===== src/rtl/mux_scan_nbit.sv =====
// mux_scan_nbit: registered N-bit, CH-channel multiplexer with manual select
// and round-robin scan modes. It drives shared seven-segment pins from
// per-digit decoders.
//
// Ports:
//   clk     rising-edge clock
//   rst_n   asynchronous active-low reset
//   din     flattened channel data, channel k at din[k*N +: N]
//   mode    0 = manual select, 1 = automatic scan
//   sel     manual channel select (ignored in scan mode)
//   en      dwell tick, used in scan mode only
//   y       registered data of the active channel
//   ch      registered active channel index
//   onehot  registered one-hot digit enable (all-zero while in reset)
//   strobe  one-cycle pulse when ch changes
//
// Optional feature:
//   MUX_SCAN_BLANK_EN  blanks onehot for one cycle on every channel change.
//                      y and ch still switch on the same edge, so the wrong
//                      digit is never lit (ghost-free switching).

module mux_scan_nbit #(
  parameter int unsigned N     = 8,
  parameter int unsigned CH    = 4,
  parameter int unsigned SEL_W = 2,
  parameter int unsigned DWELL = 1000
) (
  input  logic              clk,
  input  logic              rst_n,
  input  logic [N*CH-1:0]   din,
  input  logic              mode,
  input  logic [SEL_W-1:0]  sel,
  input  logic              en,
  output logic [N-1:0]      y,
  output logic [SEL_W-1:0]  ch,
  output logic [CH-1:0]     onehot,
  output logic              strobe
);

  localparam int unsigned      CNT_W    = (DWELL > 1) ? $clog2(DWELL) : 1;
  localparam logic [CNT_W-1:0] CNT_LAST = CNT_W'(DWELL - 1);
  localparam logic [SEL_W-1:0] CH_LAST  = SEL_W'(CH - 1);

  logic [CNT_W-1:0] cnt;
  logic [CNT_W-1:0] next_cnt_c;
  logic [SEL_W-1:0] next_ch_c;
  logic             ch_chg_c;
  logic [N-1:0]     y_next_c;
  logic [CH-1:0]    onehot_next_c;

  // Next channel and dwell count. A manual-mode cycle always takes precedence
  // over a terminal count, so a mode switch never causes an extra advance.
  always_comb begin
    next_ch_c  = ch;
    next_cnt_c = cnt;
    if (!mode) begin
      next_cnt_c = '0;
      // An out-of-range select (CH not a power of two) leaves ch unchanged.
      if (32'(sel) < CH) begin
        next_ch_c = sel;
      end
    end else if (en) begin
      if (cnt == CNT_LAST) begin
        next_cnt_c = '0;
        next_ch_c  = (ch == CH_LAST) ? '0 : ch + SEL_W'(1);
      end else begin
        next_cnt_c = cnt + CNT_W'(1);
      end
    end
  end

  assign ch_chg_c = (next_ch_c != ch);

  // Data slice and digit enable for the channel being loaded.
  always_comb begin
    y_next_c      = '0;
    onehot_next_c = '0;
    for (int unsigned k = 0; k < CH; k++) begin
      if (next_ch_c == SEL_W'(k)) begin
        y_next_c         = din[k*N +: N];
        onehot_next_c[k] = 1'b1;
      end
    end
`ifdef MUX_SCAN_BLANK_EN
    // The new digit lights on the cycle after the switch.
    if (ch_chg_c) begin
      onehot_next_c = '0;
    end
`endif
  end

  // State and output registers.
  always_ff @(posedge clk or negedge rst_n) begin
    if (!rst_n) begin
      ch     <= '0;
      cnt    <= '0;
      y      <= '0;
      onehot <= '0;
      strobe <= 1'b0;
    end else begin
      ch     <= next_ch_c;
      cnt    <= next_cnt_c;
      y      <= y_next_c;
      onehot <= onehot_next_c;
      strobe <= ch_chg_c;
    end
  end

endmodule


===== config.mk =====
export PLATFORM = sky130hd
export DESIGN_NAME = mux_scan_nbit
export DESIGN_NICKNAME = d
export VERILOG_FILES = /design/src/rtl/mux_scan_nbit.sv
export SDC_FILE = /design/constraint.sdc
export NUM_CORES = 1
export LEC_CHECK = 0
export CORE_MARGIN = 2
export CORE_UTILIZATION = 37
export DETAILED_ROUTE_END_ITERATION = 8
export DONT_BUFFER_PORTS = 1
export PLACE_DENSITY = 0.61
export SLEW_MARGIN = 25
export SYNTH_ARGS = -nofsm -noshare
export SYNTH_HDL_FRONTEND = slang
export SYNTH_SLANG_ARGS = --single-unit

===== constraint.sdc =====
create_clock -name clk -period 5.5 [get_ports clk]
set_clock_uncertainty 0.2 [all_clocks]
set_input_delay 0.825 -clock clk [delete_from_list [all_inputs] [get_ports clk]]
set_output_delay 0.825 -clock clk [all_outputs]
set_load 0.03 [all_outputs]

Word-level counts from Yosys, hierarchy flattened

Index checks and enable logic that the tools add are counted.

Memories: 0
Bits in latches: 0
Memory bits (writable): 0
Logic and storage cells: 30
Memory bits (read-only): 0
Bits in registers: 25
Output and inout port bits: 15
Bits of input ports: 38

Divide/modulo/power cells: 0
Add/subtract/negate cells: 2
Multiplexer cells: 15
Multiply operators: 0
Magnitude comparators: 0
Reductions and logical operators: 1
Shift-type cells: 0
Bitwise gates (word level): 0
Equal/unequal tests: 7

Operators by type and width:

| operator                                              | count |
|---|---|
| 2-to-1 mux 8 bit                                      | 4 |
| 2-to-1 mux 10 bit                                     | 3 |
| adder 10 x 1 -> 10 bit, second input constant         | 1 |
| == test 10 bit, second input constant                 | 1 |
| 2-to-1 mux 2 bit                                      | 4 |
| == test 2 bit, second input constant                  | 3 |
| 2-to-1 mux 1 bit                                      | 4 |
| adder 2 x 1 -> 2 bit, second input constant           | 1 |
| == test 2 x 1 -> 1 bit, second input constant         | 1 |
| logical NOT 2 bit                                     | 1 |
| inequality test 2 x 1 -> 1 bit, second input constant | 1 |
| inequality test 2 bit                                 | 1 |

Longest topological paths before layout

Gate-level depths: netlist of run 1.

Depth in word-level cells: 10
Depth in mapped cells: 7
Depth with buffers taken out: 6

Worst setup path before layout of run 1

No wires, ideal clock.

Path type: in2reg
Start point: in en
End point: reg strobe
Library setup time: 122 ps
Path slack: 3112 ps
Required time: 5178 ps
Stages: 7
Buffers on the path: 2
Data arrival time: 2066 ps
Cell sequence: clkbuf_1 nor3b_1 a41o_1 o22a_1 clkbuf_1 xnor2_1 nand2_1

Cells in the longest elaborated chain, start to end: 3

Ends and longest elaborated chain:

| element                | line | text |
|---|---|---|
| start: declaration     | 33   | `input logic en,` |
| 2-to-1 mux 2 bit       | 62   | `end else if (en) begin` |
| 2-to-1 mux 2 bit       | 56   | `if (!mode) begin` |
| inequality test 2 bit  | 72   | `assign ch_chg_c = (next_ch_c != ch);` |
| via ch_chg_c           | 47   | `logic ch_chg_c;` |
| end signal: assignment | 105  | `strobe <= ch_chg_c;` |
| end: declaration       | 37   | `output logic strobe` |

The timed path passes the listed nets, and every way through them passes these cells.
A chain may end at the register's enable or synchronous reset.

Worst setup path after layout of run 1

Start point: reg ch[0]
End point: reg strobe

Cells in the longest elaborated chain, start to end: 6
Elaborated cells between the ends (all ways): 7
Those cells by class: add/sub (1); eq/ne (2); mux (4)

Ends and longest elaborated chain:

| element                                               | line | text |
|---|---|---|
| start: declaration                                    | 35   | `output logic [SEL_W-1:0] ch,` |
| start signal: assignment                              | 101  | `ch <= next_ch_c;` |
| adder 2 x 1 -> 2 bit or == test 2 bit (tied branches) | 65   | `next_ch_c = (ch == CH_LAST) ? '0 : ch + SEL_W'(1);` |
| 2-to-1 mux 2 bit                                      | 65   |  |
| 2-to-1 mux 2 bit                                      | 63   | `if (cnt == CNT_LAST) begin` |
| 2-to-1 mux 2 bit                                      | 62   |  |
| 2-to-1 mux 2 bit                                      | 56   |  |
| inequality test 2 bit *                               | 72   |  |
| via ch_chg_c                                          | 47   |  |

Mark *: on every way through the listed nets, which the timed path passes. The rest lies on a longest branch.

==> run summary, run 1 <==
Core Util, Final - 0.412
grt total ovfl - 0
number of DRC markers in iteration 0 - 15
initial antenna violation count - 0
post-synth top area share - 0.484
# setup viols final - 0
crit path time final - 2410 ps
post-synthesis sequential area ratio - 0.484
Root Buffer - clkbuf_4
WS Path Type - reg -> reg
Max Fclk - 415 MHz
CTS Buffer Depth - 2
GPL Wtd Cong - 0.708
mux cell area share after synthesis - 0.0620
final net count - 165
Simple-Gate Fraction of Synth Area - 0.203
Resized Gates After CTS - 0
Die H - 63.1 um
post-synthesis xor/xnor area fraction - 0.0678
WL/cell - 14.2 um
Pwr Total - 0.363 mW
final worst-path cycle share - 0.438
startpoint type of the worst setup path - register
CTS Sinks - 25
status - finished clean
CP Buf/Inv Count - 0
Fin Hold WS - 104 ps
Layout area overhead - 6.49%
sequential share of power - 0.647
DRT Pass-1 Iters - 4
adder-cell share of the synthesized area - 0.0194
Initial Utilization - 0.387
CP max-delay cell - o22a_1
Antenna Cells - 0
total CTS buffers - 3
Synth area leader - dfrtp_1
dpl cells - 165
post-route ant nets - 0
Lkg Pwr - 0.583 nW
final setup TNS - 0 ps
dpl hpwl - 1820 um
Seq cells post-synth - 25
routed vias/inst - 5.30
clk_lat worst skew - 310 ps
RSZ-0062 raised after global routing - no
core box area - 3340 um^2
P per Cell Area - 264 nW/um^2
post-synth cell types - 29
cell family with most CP delay - compound AO/OA/AOI/OAI gates
power share of the combinational group - 0.135
Clk pwr share - 0.219
final hold vios - 0
Via Count - 901
Slew HR - 0.535
max cap viols - 0
row count - 21
Worst-Margin Slew - 698 ps
synthesized area per cell - 10.3 um^2
first-pass GRT wire length - 4260 um
largest net degree at the start of global routing - 31
Hold WC Path Type - in -> async
H-tree depth - 1
CTS tree - yes
die width - 63.1 um
WL final - 2420 um
critical-path cell list - ha_1, nor3b_1, a41o_1, o22a_1, xnor2_1, nand2_1
share of post-route cells with drive strength above 1 - 0.0645
Largest stage delay, worst path - 580 ps
GRT Overall Usage - 0.136
final instance count without filler cells - 170
Worst EP arrival - 2410 ps
Int Power - 0.249 mW
warnings from Yosys - 0
Max IR drop VDD - 0.000139 V
CP max FO - 22
Boundary Pins - 53
switching share of power - 0.313
largest family of logic cells by synthesized area - simple AND/OR/NAND/NOR gates
Synth Area in Compound Gates - 0.125
Net Sw Power - 0.113 mW
clock slew at reported path FFs - 130 ps
DRC - 0
required time worst endpoint - 5510 ps
Netlist Area Pre-Place - 1290 um^2
cells after synthesis - 125
Die Footprint - 3980 um^2
max-slew violation count - 0
Critical Path Sink Type - register
Mapped Nets - 165
vias in the first global route - 923
port buffer count - 0
largest cells by area after synthesis - dfrtp_1 (48%), mux2i_1 (6.2%), nand2b_1 (5.8%)
-- layout by cell type (no fill, tap or decap), drive strengths merged, types with 3 or more instances in the layout --
cell type  netlist  layout
nand2b          12      12
xor2             3       3
inv              3       3
mux2i            8       8
nand3            6       6
nor2b            3       3
a22oi            8       8
dfrtp           25      25
clkbuf           4       4
nand2            5       5
nor2            12      12
a21oi           10      10
xnor2            7       7
-- per-stage QoR --
step	cell area (um^2)	setup slack (ps)
after floorplan	1290	3110
after global placement	1330	3170
after detailed placement	1330	3090
after CTS	1380	3050
after global routing	1380	2820
final	1380	3090
-- sequential cells by signal, indices dropped and copies added (netlist names) --
name and flops:
y 8, onehot 4, strobe 1, ch 2, cnt 10
-- per-layer routing --
metal,vias up,part of all wire,routed length [um],GRT usage
met5,-,0,0,0
met4,0,0.0070,17,0.0500
met3,2,0.071,171,0.0357
met2,35,0.51,1240,0.247
met1,430,0.41,991,0.151
li1,434,-,-,-
-- worst paths after layout --
check	from	end	slack [ps]	depth (start not counted)
min reg2reg	cnt[1]	cnt[1]	380	2
min in group clk	cnt[1]	cnt[1]	380	2
max reg2reg	ch[0]	strobe	3090	6
min	rst_n	cnt[4]	100	1
max	ch[0]	strobe	3090	6
max in group asynchronous	rst_n	ch[0]	4850	1
-- cells in the mapped netlist, drive strengths merged --
library cell  count
dfrtp            25
nand2b           12
nor2             12
a21oi            10
a22oi             8
mux2i             8
xnor2             7
nand3             6
nand2             5
clkbuf            4
buf               3
inv               3
nor2b             3
xor2              3
a41oi             2
and4              2
ha                2
nor3              2
a311oi            1
a41o              1
and2              1
and4bb            1
nand3b            1
nor3b             1
nor4              1
o22a              1
-- power groups by stage --
stage          clock network (mW)  logic (mW)  registers [mW]
3_5_place_dp                    0      0.0449           0.239
4_1_cts                    0.0838      0.0500           0.235
2_1_floorplan                   0      0.0404           0.236
5_1_grt                    0.0936      0.0566           0.237
3_3_place_gp                    0      0.0424           0.239
6_report                   0.0792      0.0488           0.235
-- logic make-up (layout without fill, tap and decap cells) --
| group | count (synthesis) | count (layout) |
|---|---|---|
| simple gates | 47 | 47 |
| buf+inv | 10 | 9 |
| fa+ha+maj | 2 | 2 |
| mux | 8 | 8 |
| compound gates | 23 | 23 |
| xor+xnor | 10 | 10 |
| flops | 25 | 25 |
-- cell type report --
class | instances | area (um^2)
fill | 337 | 1960
timing repair buffer | 2 | 27.5
clock buffer | 4 | 26.3
multi-input combinational | 90 | 627
inverter | 3 | 11.3
tap | 46 | 57.6
sequential | 25 | 626
-- timing repair --
action                                 in CTS  in global routing
endpoints found under the hold margin      25                  0
setup buffers                               0                  0
hold buffers                                1                  0
Note: power is estimated with default switching activity, not from simulation.
==> inputs of run 2 (changes only) <==
- PLACE_DENSITY: 0.61 -> 0.63
- clock period: 5.5 -> 2 ns (I/O delays scaled with it)
==> run 2 against run 1 <==
Combinational power increased to 5.1 times the previous value. Routed wire length increased by 31%. Register-to-register slack worse by 3300 ps. Cell area grew 32%. Final cell count is 24% higher. Critical path type unchanged. Power grew to 3.1 times the previous value. Largest power group unchanged. Non-clock buffer count grew 41. Global-route usage is 4.0 points higher. Critical endpoint is now y[6]. Via count grew 20%. Fmax increased by 11%. The flow now finishes with violations (setup timing). Worst hold slack got worse by 85 ps.
==> run summary, run 2 (synthesis results as in run 1) <==
status - complete, but fails checks (was finished clean)
failing checks - setup timing
number of DRC markers in iteration 0 - 31 (was 15)
Lkg Pwr - 0.807 nW (was 0.583 nW)
Max IR drop VDD - 0.000356 V (was 0.000139 V)
initial antenna violation count - 0 (unchanged)
GPL Wtd Cong - 0.757 (was 0.708)
Post-Place Cell Area - 1490 um^2 (was 1330 um^2)
max cap viols - 0 (unchanged)
first-pass GRT wire length - 5510 um (was 4260 um)
clock slew at reported path FFs - 140 ps (was 130 ps)
DRC - 0 (unchanged)
startpoint type of the worst setup path - register (unchanged)
core box area - 3340 um^2 (unchanged)
max-slew violation count - 0 (unchanged)
required time worst endpoint - 2000 ps (was 5510 ps)
final worst setup slack - -164 ps (was 3090 ps)
CTS tree - yes (unchanged)
routed vias/inst - 5.11 (was 5.30)
most flop-heavy register - cnt (unchanged)
RSZ-0062 raised after global routing - yes (was no)
grt total ovfl - 0 (unchanged)
Die Footprint - 3980 um^2 (unchanged)
Boundary Pins - 53 (unchanged)
Initial Utilization - 0.387 (unchanged)
WS Path Type - reg -> reg (unchanged)
DRT Pass-1 Iters - 4 (unchanged)
final hold vios - 0 (unchanged)
Layout area overhead - 40.1% (was 6.49%)
Core Util, Final - 0.542 (was 0.412)
Slew HR - 0.720 (was 0.535)
WL/cell - 15.0 um (was 14.2 um)
CP max-delay cell - dfrtp_1 (was o22a_1)
Hold WC Path Type - in -> reg (was in -> async)
Worst-Margin Slew - 417 ps (was 698 ps)
final worst-path cycle share - 1.08 (was 0.438)
Pwr Total - 1.11 mW (was 0.363 mW)
row count - 21 (unchanged)
commonest non-fill, non-tap cell in the layout - dfrtp_1 (unchanged)
Antenna Cells - 0 (unchanged)
H-tree depth - 1 (unchanged)
die width - 63.1 um (unchanged)
post-route cell area - 1810 um^2 (was 1380 um^2)
WL final - 3170 um (was 2420 um)
share of post-route cells with drive strength above 1 - 0.236 (was 0.0645)
crit path time final - 2160 ps (was 2410 ps)
Max Fclk - 462 MHz (was 415 MHz)
# setup viols final - 9 (was 0)
CTS Sinks - 25 (unchanged)
vias in the first global route - 1160 (was 923)
largest net degree at the start of global routing - 26 (was 31)
final net count - 206 (was 165)
clk_lat worst skew - 310 ps (about the same)
CP max FO - 7 (was 22)
max reg flops - 10 (unchanged)
P per Cell Area - 614 nW/um^2 (was 264 nW/um^2)
critical-path cell list - ha_2, and4bb_4, and4_4, a311oi_4, buf_6, buf_12, mux2i_1, a22oi_1 (was ha_1, nor3b_1, a41o_1, o22a_1, xnor2_1, nand2_1)
CTS Buffer Depth - 2 (unchanged)
total CTS buffers - 3 (unchanged)
Die H - 63.1 um (unchanged)
dpl hpwl - 2000 um (was 1820 um)
Critical Path Sink Type - register (unchanged)
Via Count - 1079 (was 901)
post-route ant nets - 0 (unchanged)
Worst EP arrival - 2170 ps (was 2410 ps)
Root Buffer - clkbuf_4 (unchanged)
Fin Hold WS - 18.6 ps (was 104 ps)
dpl ws - -140 ps (was 3090 ps)
most frequent cells in the layout - dfrtp_1 (25), dlygate4sd3_1 (19), buf_4 (19) (was dfrtp_1 (25), nand2b_1 (12), nor2_1 (12))
Largest stage delay, worst path - 410 ps (was 580 ps)
biggest regs - cnt x10, y x8, onehot x4 (unchanged)
GRT Overall Usage - 0.176 (was 0.136)
port buffer count - 0 (unchanged)
[run 2: final timing paths]
kind | startpoint | endpoint | slack (ps) | cells after the start
max in group asynchronous | rst_n | cnt[7] | 1260 | 2
hold reg to reg | cnt[9] | cnt[9] | 370 | 2
min in group asynchronous | rst_n | cnt[3] | 190 | 2
setup / recovery | cnt[0] | y[6] | -160 | 8
setup reg to reg | cnt[0] | y[6] | -160 | 8
hold / removal | din[8] | y[0] | 20 | 2
[run 2: metrics by stage]
step / TNS [ps] / std cells
after floorplan: -302 / 125
after global placement: -540 / 182
after detailed placement: -993 / 182
after CTS: -834 / 213
after global routing: -1720 / 211
final: -885 / 211
[run 2: critical path: cells and delay by family (launching register included)]
kind / cells / cell delay (ps)
flops: 1 / 410
simple gates: 2 / 380
fa+ha+maj: 1 / 190
mux: 1 / 220
compound gates: 2 / 360
buf+inv: 2 / 280
[run 2: area by class of cell]
cell class | count | area, um^2
multi-input combinational | 90 | 673
clock buffer | 4 | 26.3
timing repair buffer | 43 | 415
inverter | 3 | 11.3
tap | 46 | 57.6
fill | 279 | 1530
sequential | 25 | 626
[run 2: layer usage]
| metal | wire, um | track usage | share of wire | vias to the layer above |
|---|---|---|---|---|
| met2 | 1620 | 0.305 | 0.51 | 43 |
| met4 | 45 | 0.0694 | 0.014 | 0 |
| li1 | - | - | - | 517 |
| met1 | 1270 | 0.211 | 0.40 | 515 |
| met3 | 244 | 0.0411 | 0.077 | 4 |
| met5 | 0 | 0 | 0 | - |
[run 2: repair_timing]
item | in CTS | in global routing
resized for setup | 5 | 7
hold buffers | 20 | 0
hold endpoints to repair | 36 | 0
setup buffers | 4 | 2
endpoints found under the setup margin | 9 | 12
cloned | 3 | 0
pin swaps | 10 | 5
[run 2: power by group]
part / internal [mW] / total [mW] / switching [mW]
clock network: 0.0779 / 0.227 / 0.149
logic: 0.135 / 0.247 / 0.112
registers: 0.545 / 0.636 / 0.0908
